$ cat config.mk
export PLATFORM = sky130hd
export DESIGN_NAME = food_spawner
export DESIGN_NICKNAME = d
export VERILOG_FILES = /design/src/rtl/food_spawner.sv
export SDC_FILE = /design/constraint.sdc
export NUM_CORES = 1
export LEC_CHECK = 0
export CORE_MARGIN = 5
export CORE_UTILIZATION = 35
export CTS_CLUSTER_DIAMETER = 100
export DETAILED_ROUTE_END_ITERATION = 12
export HOLD_SLACK_MARGIN = 0.03
export PLACE_DENSITY_LB_ADDON = 0.15
export SLEW_MARGIN = 25
export SYNTH_ARGS = -nofsm -noshare
export SYNTH_HDL_FRONTEND = slang
export SYNTH_SLANG_ARGS = --single-unit
$ cat constraint.sdc
create_clock -name i_clk -period 2.1 [get_ports i_clk]
set_input_delay 0.315 -clock i_clk [delete_from_list [all_inputs] [get_ports i_clk]]
set_output_delay 0.315 -clock i_clk [all_outputs]
set_load 0.02 [all_outputs]
$ cat src/rtl/food_spawner.sv
// Food placement for the 16x16 snake playfield: samples random positions, checks them against
// body occupancy over a req/ack port, and falls back to a linear scan after repeated rejects.
module food_spawner #(
  parameter int unsigned MAX_TRIES = 8,
  parameter logic [7:0]  INIT_POS  = 8'h88
) (
  input  logic       i_clk,
  input  logic       i_rst,
  input  logic [7:0] i_rnd_pos,
  input  logic       i_eaten,
  output logic       o_occ_req,
  output logic [7:0] o_occ_pos,
  input  logic       i_occ_ack,
  input  logic       i_occ_hit,
  output logic [7:0] o_food_pos,
  output logic       o_food_valid,
  output logic       o_board_full,
  output logic [7:0] o_spawn_count
);

  typedef enum logic [1:0] {StIdle, StSample, StReq, StFull} state_e;

  localparam logic [8:0] MaxTriesW = 9'(MAX_TRIES);
  localparam logic [8:0] ScanLast  = 9'd256;

  state_e     r_state, w_state_d;
  logic [7:0] r_cand, w_cand_d;
  logic [7:0] r_prev, w_prev_d;
  logic [7:0] r_tries, w_tries_d;
  logic [8:0] r_scan_cnt, w_scan_cnt_d;
  logic       r_scan_mode, w_scan_mode_d;
  logic [7:0] r_food_pos, w_food_pos_d;
  logic       r_food_valid, w_food_valid_d;
  logic [7:0] r_spawn_count, w_spawn_count_d;
  logic       r_occ_req, w_occ_req_d;
  logic       r_board_full, w_board_full_d;

  logic       w_accept;
  logic [8:0] w_tries_inc;

  // The cell just eaten is never re-offered, even if the body has moved off it.
  assign w_accept    = ~i_occ_hit & (r_cand != r_prev);
  assign w_tries_inc = {1'b0, r_tries} + 9'd1;

  always_comb begin
    w_state_d       = r_state;
    w_cand_d        = r_cand;
    w_prev_d        = r_prev;
    w_tries_d       = r_tries;
    w_scan_cnt_d    = r_scan_cnt;
    w_scan_mode_d   = r_scan_mode;
    w_food_pos_d    = r_food_pos;
    w_food_valid_d  = r_food_valid;
    w_spawn_count_d = r_spawn_count;

    unique case (r_state)
      StIdle: begin
        if (i_eaten) begin
          w_prev_d       = r_food_pos;
          w_food_valid_d = 1'b0;
          w_tries_d      = 8'd0;
          w_scan_cnt_d   = 9'd0;
          w_scan_mode_d  = 1'b0;
          w_state_d      = StSample;
        end
      end
      StSample: begin
        w_cand_d  = i_rnd_pos;
        w_state_d = StReq;
      end
      StReq: begin
        if (i_occ_ack) begin
          if (w_accept) begin
            w_food_pos_d    = r_cand;
            w_food_valid_d  = 1'b1;
            w_spawn_count_d = r_spawn_count + 8'd1;
            w_state_d       = StIdle;
          end else if (!r_scan_mode) begin
            w_tries_d = w_tries_inc[7:0];
            if (w_tries_inc < MaxTriesW) begin
              w_state_d = StSample;
            end else begin
              w_scan_mode_d = 1'b1;
              w_cand_d      = r_cand + 8'd1;
              w_scan_cnt_d  = 9'd1;
            end
          end else begin
            // scan_cnt numbers the pending scan query; the 256th reject covers every cell.
            w_cand_d     = r_cand + 8'd1;
            w_scan_cnt_d = r_scan_cnt + 9'd1;
            if (r_scan_cnt == ScanLast) begin
              w_state_d = StFull;
            end
          end
        end
      end
      StFull: begin
        w_food_valid_d = 1'b0;
      end
      default: w_state_d = StIdle;
    endcase

    w_occ_req_d    = (w_state_d == StReq);
    w_board_full_d = (w_state_d == StFull);
  end

  always_ff @(posedge i_clk) begin
    if (!i_rst) begin
      r_state       <= StIdle;
      r_cand        <= 8'd0;
      r_prev        <= 8'd0;
      r_tries       <= 8'd0;
      r_scan_cnt    <= 9'd0;
      r_scan_mode   <= 1'b0;
      r_food_pos    <= INIT_POS;
      r_food_valid  <= 1'b1;
      r_spawn_count <= 8'd0;
      r_occ_req     <= 1'b0;
      r_board_full  <= 1'b0;
    end else begin
      r_state       <= w_state_d;
      r_cand        <= w_cand_d;
      r_prev        <= w_prev_d;
      r_tries       <= w_tries_d;
      r_scan_cnt    <= w_scan_cnt_d;
      r_scan_mode   <= w_scan_mode_d;
      r_food_pos    <= w_food_pos_d;
      r_food_valid  <= w_food_valid_d;
      r_spawn_count <= w_spawn_count_d;
      r_occ_req     <= w_occ_req_d;
      r_board_full  <= w_board_full_d;
    end
  end

  // r_cand is reset to zero, so the query address reads 0 out of reset.
  assign o_occ_req     = r_occ_req;
  assign o_occ_pos     = r_cand;
  assign o_food_pos    = r_food_pos;
  assign o_food_valid  = r_food_valid;
  assign o_board_full  = r_board_full;
  assign o_spawn_count = r_spawn_count;

endmodule

# After elaboration in Yosys (flattened, before gate mapping)
# Index checks and enable logic that the tools add are counted.
# W data, S select, Z words.
[totals] reg_bits=55 input_bits=13 output_inout_bits=27 wordCells=74
[classes] addsub=4 order_cmp=1 n_eq_ne=13 n_mux=32 n_bitwise=2 reduce_logical=11
[ops] operator="$mux W8" count=8
[ops] operator="$mux W9" count=5
[ops] operator="$pmux W8 S2" count=2
[ops] operator="$pmux W9 S2" count=1
[ops] operator="$add A8 B1 Y8 const B" count=2
[ops] operator="$mux W2" count=6
[ops] operator="$reduce_and A4 Y1" count=3
[ops] operator="$ne A2 B2 Y1 const B" count=5
[ops] operator="$reduce_and A5 Y1" count=2
[ops] operator="$add A8 B1 Y9 const B" count=1
[ops] operator="$add A9 B1 Y9 const B" count=1
[ops] operator="$eq A9 B9 Y1 const B" count=1
[ops] operator="$lt A9 B4 Y1 const B" count=1
[ops] operator="$eq A2 B2 Y1 const B" count=4
[ops] operator="$ne A8 B8 Y1" count=1
[ops] operator="$mux W1" count=7
[ops] operator="$pmux W2 S3" count=1
[ops] operator="$reduce_bool A2 Y1" count=2
[ops] operator="$ne A3 B3 Y1 const B" count=1
[ops] operator="$pmux W1 S3" count=1
[ops] operator="$reduce_and A3 Y1" count=1
[ops] operator="$reduce_bool A3 Y1" count=1
[ops] operator="$eq A2 B1 Y1 const B" count=1
[ops] operator="$logic_not A2 Y1" count=1
[ops] operator="other kinds (4)" count=4

# Depth between registers and ports, before layout
# Gate-level depths: netlist (run 1).
[logic_depth] depth_word=8 depth_mapped=9 mapped_depth_nobuf=8

# Least setup slack after synthesis (run 1)
# OpenSTA, ideal clock, no wires.
[synth_timing] path_type="reg-to-reg" startpoint="register r_cand[3], in the netlist o_occ_pos[3]" endpoint="register r_tries[7]" setup_ps=74 t_arrival_ps=2280 required_time_ps=2026 path_slack_ps=-255 stages_incl_launch_ff=9 n_path_buf=2 synth_period_minus_slack_ps=2355 path_cell_list="dfxtp_1 -> buf_2 -> xor2_1 -> nor4_2 -> a31oi_1 -> or3_1 -> buf_2 -> or4_1 -> a31oi_1"
[synth_via] elab_chain_cells=4
[synth_rtl] item="start: declaration" line="27" rtl="logic [7:0] r_cand, w_cand_d;"
[synth_rtl] item="start signal: assignment" line="122" rtl="r_cand <= w_cand_d;"
[synth_rtl] item="$ne A8 B8 Y1" line="42" rtl="assign w_accept = ~i_occ_hit & (r_cand != r_prev);"
[synth_rtl] item="$and A1 B1 Y1" line="42"
[synth_rtl] item="$ne A2 B2 Y1 (no source line)"
[synth_rtl] item="$reduce_and A5 Y1 (no source line)"
[synth_rtl] item="end signal: assignment" line="124" rtl="r_tries <= w_tries_d;"
[synth_rtl] item="end: declaration" line="29" rtl="logic [7:0] r_tries, w_tries_d;"
# No other way between the ends.
# A chain may end at the register's enable or synchronous reset.

# Final worst setup path (run 1)
[layout_timing] startpoint="register r_cand[7], in the netlist o_occ_pos[7]" endpoint="register r_scan_cnt[2]"
[layout_via] elab_chain_cells=4
[layout_rtl] item="$ne A8 B8 Y1" line="42"
[layout_rtl] item="$and A1 B1 Y1" line="42"
[layout_rtl] item="$ne A2 B2 Y1 (no source line)"
[layout_rtl] item="$reduce_and A5 Y1 (no source line)"
[layout_rtl] item="end signal: assignment" line="125" rtl="r_scan_cnt <= w_scan_cnt_d;"
[layout_rtl] item="end: declaration" line="30" rtl="logic [8:0] r_scan_cnt, w_scan_cnt_d;"
# No other way between the ends.

==> results of run 1 <==
-- Yosys cell counts, types with 7 or more instances --
cell	n	share of area, %
a31oi_1	7	1.5
xnor2_1	7	2.1
nand3_1	22	3.8
o31ai_1	8	2.1
dfxtp_1	55	38
o21ai_0	9	1.6
a21oi_1	22	3.8
ha_1	9	3.9
mux2i_1	11	3.8
nor3_1	9	1.6
and2_1	10	2.2
clkbuf_1	13	1.7
nand2_1	35	4.6
or4_1	8	2.1
inv_1	11	1.4
xor2_1	10	3.1
nor2_1	22	2.9
-- sequential cells by signal (all words and copies together), names as in the netlist --
name           flops
o_occ_req          1
o_occ_pos          8
o_food_valid       1
r_state            2
o_board_full       1
r_scan_cnt         9
o_food_pos         8
r_tries            8
r_scan_mode        1
r_prev             8
o_spawn_count      8
-- stage by stage --
stage	instances	hold WS, ns	power, mW	TNS (ns)
2_1_floorplan	341	0.4471	1.402	-0.9407
3_3_place_gp	523	0.4563	1.671	-1.886
3_5_place_dp	523	0.4619	1.676	-2.609
4_1_cts	538	0.4795	2.405	-0.6470
5_1_grt	544	0.5070	2.576	-3.129
6_report	544	0.4732	2.454	-0.5970
-- cells by family (layout without fill, tap and decap cells) --
logic type      Yosys count  in the layout  share of synthesized area (%)
buf+inv                  30            128                          4.196
flops                    55             55                          38.46
fa+ha+maj                 9              9                          3.934
compound gates           76             76                          18.18
xor+xnor                 17             17                          5.201
simple gates            143            143                          26.18
mux                      11             11                          3.846
-- path summary, 6_finish.rpt --
path / startpoint / end / slack, ns / cells after the start
min: r_prev[7] / r_prev[7] / 0.47 / 2
max: o_occ_pos[7] / r_scan_cnt[2] / -0.12 / 8
min reg2reg: r_prev[7] / r_prev[7] / 0.47 / 2
max reg2reg: o_occ_pos[7] / r_scan_cnt[2] / -0.12 / 8
-- power by group --
part / total (mW) / switching (mW) / internal, mW
registers: 1.10 / 0.0234 / 1.08
clock network: 0.678 / 0.420 / 0.257
logic: 0.677 / 0.354 / 0.324
total: 2.45 / 0.797 / 1.66
-- routing by layer --
metal | routed length, um | global-route usage [%] | up-vias
met4 | 152 | 5.181 | 0
met3 | 247 | 2.571 | 11
met1 | 3725 | 20.98 | 1412
li1 | - | - | 1440
met2 | 4445 | 30.48 | 58
met5 | 0 | 0 | -
-- timing repair --
action                                  CTS  global route
endpoints found under the setup margin   23            41
gates resized for setup                  15            35
cloned                                    0             0
pin swaps                                17            18
buffers inserted                          7             6
-- worst max-delay path: stages, from the launching register on --
cell     delay, ns
dfxtp_2       0.36
xor2_1        0.17
nor4_2        0.30
a31oi_1       0.12
buf_4         0.17
o31a_4        0.37
buf_6         0.14
or4_1         0.39
a21oi_1       0.14
-- final cells by class --
cell class,count,area (um^2),share of cell area [%]
clock inverter,3,31.28,0.7490
timing repair buffer,109,934.6,22.38
inverter,11,41.29,0.9886
clock buffer,5,68.82,1.648
sequential,55,1110,26.57
tap,105,131.4,3.146
multi-input combinational,256,1859,44.52
==> run_results.csv, run 1 <==
group,metric,value,unit
worst_setup_path,cp_data_arrival_time,2.48,ns
clock_tree,cts_root_buf,"clkbuf_8",
floorplan,dieArea,0.01009,mm^2
job,drv_cap,0,
final_layout,drive_gt1_share,28.02,%
drt,totalWireLength,8570,um
logic_synthesis,yosysWarnings,0,
global_routing,antenna_found_initial,0,
logic_synthesis,synth_top_flop_cell,"dfxtp_1",
drt,viasPerCell,5.369,
power,p_leak,1.601,nW
logic_synthesis,syn-num-nets,363,
final_layout,fin_area,0.004177,mm^2
clock_tree,cts_hold_buf,0,
logic_synthesis,synth_edf_count,0,
place,numPortBuffers,39,
final_layout,fin_nets,460,
sta,grt_setup_unrepaired,"yes",
worst_setup_path,setup.worst_path.end_class,"flip-flop",
clock_tree,clk_pin_slew_worst_paths,0.12,ns
final_layout,area_delta_synth_final,45.89,%
sta,drv_slew,0,
worst_setup_path,cp-start-kind,"flip-flop",
place,place_ws,-0.1910,ns
floorplan,die_h,100.4,um
drt,drtIter0Drc,134,
global_routing,grt_pass1_vias,2820,
floorplan,row_count,33,
global_routing,grt_pass1_wl,13820,um
power,power_density,587.6,mW/mm^2
global_routing,grt_max_degree,21,
logic_synthesis,synth_area,0.002863,mm^2
final_layout,antenna_cells,0,
place,placed_cell_area,0.003752,mm^2
clock_tree,cts_tree,"done",
logic_synthesis,ys_seq_elements,55,
global_routing,gr-total-overflow,0,
clock_tree,htreeDepth,2,
logic_synthesis,syn_inst,341,
worst_setup_path,required,2.36,ns
run_status,status,"complete, but fails checks",
clock_tree,clk_latency,0.33,ns
logic_synthesis,ys_types,51,
floorplan,die_x,100.4,um
sta,fmax,451.1,MHz
final_layout,final_cell_mix,"buf_4, dfxtp_1, clkdlybuf4s50_1",
sta,maxSlewHeadroom,65.13,%
sta,finalHoldViolCount,0,
sta,timing.final.ws_setup,-0.1167,ns
final_layout,n_fill_cell,820,
clock_tree,numClockSinks,55,
drt,drtAntennaViolNets,0,
floorplan,io_pins,40,
floorplan,start_util,35.37,%
final_layout,final_common_cell,"buf_4",
sta,tightest_slew,0.5212,ns
worst_setup_path,path_max_fanout,7,
worst_setup_path,crit_type,"reg -> reg",
floorplan,core,0.008093,mm^2
drt,dr.pass1.iters,4,
drt,routedWlPerCell,15.75,um
logic_synthesis,syn_area_per_cell,8.395,um^2
place,place_hpwl,6106,um
power,max-vdd-ir-drop,0.3192,mV
clock_tree,numCtsBuffers,5,
final_layout,fin_util,51.61,%
logic_synthesis,async_flop_share,0,%
place,routabilityCongestion,0.8574,
global_routing,grt_use_total,17.05,%
sta,fin_crit_sh,105.6,%
sta,finalSetupViolations,16,
hold_path,hold_path_class,"reg -> reg",
logic_synthesis,synth-seq-area-share,38.46,%
sta,clock_skew,0.008769,ns
run_status,violations,"negative setup slack",
sta,fin_crit,2.217,ns
clock_tree,clock_path_buffers,2,
drt,vias,2921,
drt,drcViolationCount,0,
(Power assumes the default switching activity.)
==> inputs of run 2 (changes only) <==
==> constraint.sdc (replaced) <==
create_clock -name i_clk -period 1.8 [get_ports i_clk]
set_input_delay 0.27 -clock i_clk [delete_from_list [all_inputs] [get_ports i_clk]]
set_output_delay 0.27 -clock i_clk [all_outputs]
set_load 0.02 [all_outputs]
==> run_results.csv, run 2 (synthesis results as in run 1) <==
group,metric,value,unit
clock_tree,numCtsBuffers,5,
drt,drcViolationCount,0,
final_layout,area_delta_synth_final,60.88,%
global_routing,grt_max_degree,21,
worst_setup_path,path_cells,"xor2_2, nor4_4, a31oi_4, o31a_1, buf_4, or4_4, a21oi_2",
clock_tree,cts_root_buf,"clkbuf_8",
final_layout,fin_area,0.004606,mm^2
global_routing,grt_use_total,17.63,%
drt,viasPerCell,5.296,
sta,fin_crit_sh,122.5,%
final_layout,final_cell_mix,"buf_4, dfxtp_1, clkdlybuf4s50_1",
floorplan,die_x,100.4,um
clock_tree,cts_hold_buf,0,
sta,maxSlewHeadroom,73.78,%
sta,fin_crit,2.205,ns
drt,totalWireLength,8994,um
drt,drtIter0Drc,100,
place,place_hpwl,6073,um
final_layout,final_common_cell,"buf_4",
place,dp_cells,543,
place,routabilityCongestion,0.8405,
floorplan,die_h,100.4,um
job,drv_cap,0,
final_layout,largest_register_ffs,9,
global_routing,gr-total-overflow,0,
floorplan,row_count,33,
sta,fmax,453.4,MHz
sta,finalHoldViolCount,0,
final_layout,fin_util,56.91,%
sta,timing.final.ws_setup,-0.4054,ns
floorplan,dieArea,0.01009,mm^2
place,numPortBuffers,39,
worst_setup_path,setup.worst_path.end_class,"flip-flop",
sta,finalSetupViolations,39,
floorplan,io_pins,40,
worst_setup_path,cp_slowest_stage_delay,0.41,ns
floorplan,start_util,35.37,%
clock_tree,htreeDepth,2,
clock_tree,clk_latency,0.32,ns
clock_tree,numClockSinks,55,
sta,drv_slew,0,
worst_setup_path,crit_slowest_cell,"or4_4",
worst_setup_path,path_max_fanout,6,
drt,dr.pass1.iters,4,
final_layout,drive_gt1_share,36.72,%
global_routing,grt_pass1_wl,14480,um
floorplan,core,0.008093,mm^2
final_layout,antenna_cells,0,
worst_setup_path,crit_type,"reg -> reg",
power,power_density,636.1,mW/mm^2
power,p_leak,1.788,nW
worst_setup_path,cp_data_arrival_time,2.46,ns
drt,drtAntennaViolNets,0,
sta,fin_tns_setup,-8.653,ns
global_routing,antenna_found_initial,0,
drt,vias,3008,
hold_path,hold_path_class,"reg -> reg",
power,max-vdd-ir-drop,0.4205,mV
final_layout,fin_nets,484,
sta,grt_setup_unrepaired,"yes",
worst_setup_path,cp-start-kind,"flip-flop",
final_layout,largest_register,"r_scan_cnt",
worst_setup_path,required,2.06,ns
power,power,2.930,mW
clock_tree,cts_tree,"done",
run_status,violations,"negative setup slack",
place,placed_cell_area,0.003961,mm^2
sta,clock_skew,0.01038,ns
final_layout,fin_cells,568,
run_status,status,"complete, but fails checks",
drt,routedWlPerCell,15.83,um
clock_tree,clock_path_buffers,2,
sta,tightest_slew,0.3919,ns
clock_tree,clk_pin_slew_worst_paths,0.12,ns
worst_setup_path,rrSetupSlack,-0.41,ns
global_routing,grt_pass1_vias,2975,
-- run 2: report_power, final --
group | switching (mW) | internal, mW | total [mW]
logic | 0.449 | 0.420 | 0.869
clock network | 0.480 | 0.300 | 0.780
registers | 0.0290 | 1.25 | 1.28
-- run 2: what timing repair did --
action	in CTS	in global routing
endpoints found under the hold margin	0	0
setup buffers	13	5
setup endpoints to repair	41	47
pin swaps	38	11
gates resized for setup	55	33
cloned	1	0
-- run 2: through the flow --
| step | setup slack, ns | hold slack (ns) |
|---|---|---|
| floorplan | -0.3357 | 0.4478 |
| global placement | -0.3927 | 0.4571 |
| detailed placement | -0.4386 | 0.4598 |
| CTS | -0.3850 | 0.4705 |
| global route | -0.4850 | 0.4919 |
| finish | -0.4054 | 0.4787 |
-- run 2: cell type report --
type | count | area (um^2)
clock buffer | 5 | 68.82
clock inverter | 3 | 31.28
fill | 749 | 3487
inverter | 11 | 41.29
multi-input combinational | 256 | 2016
sequential | 55 | 1124
tap | 105 | 131.4
timing repair buffer | 133 | 1194
-- run 2: worst paths after layout --
check	cells after the start	from	endpoint
max	7	r_prev[3]	r_scan_cnt[4]
min	2	r_prev[2]	r_prev[2]
max reg2reg	7	r_prev[3]	r_scan_cnt[4]
min reg2reg	2	r_prev[2]	r_prev[2]
-- run 2: metal layers --
layer | vias to the layer above | GRT usage [%] | routed length [um]
li1 | 1490 | - | -
met1 | 1458 | 22.15 | 3913
met4 | 0 | 3.731 | 102
met2 | 53 | 31.75 | 4735
met5 | - | 0 | 0
met3 | 7 | 2.710 | 243
-- run 2: critical path, delay by kind of cell (launching register included) --
kind                   cells  cell delay [ns]
AND/OR/NAND/NOR            2             0.76
AO/OA/AOI/OAI              3             0.67
XOR/XNOR                   1             0.19
buffers and inverters      1             0.17
flip-flops                 1             0.35
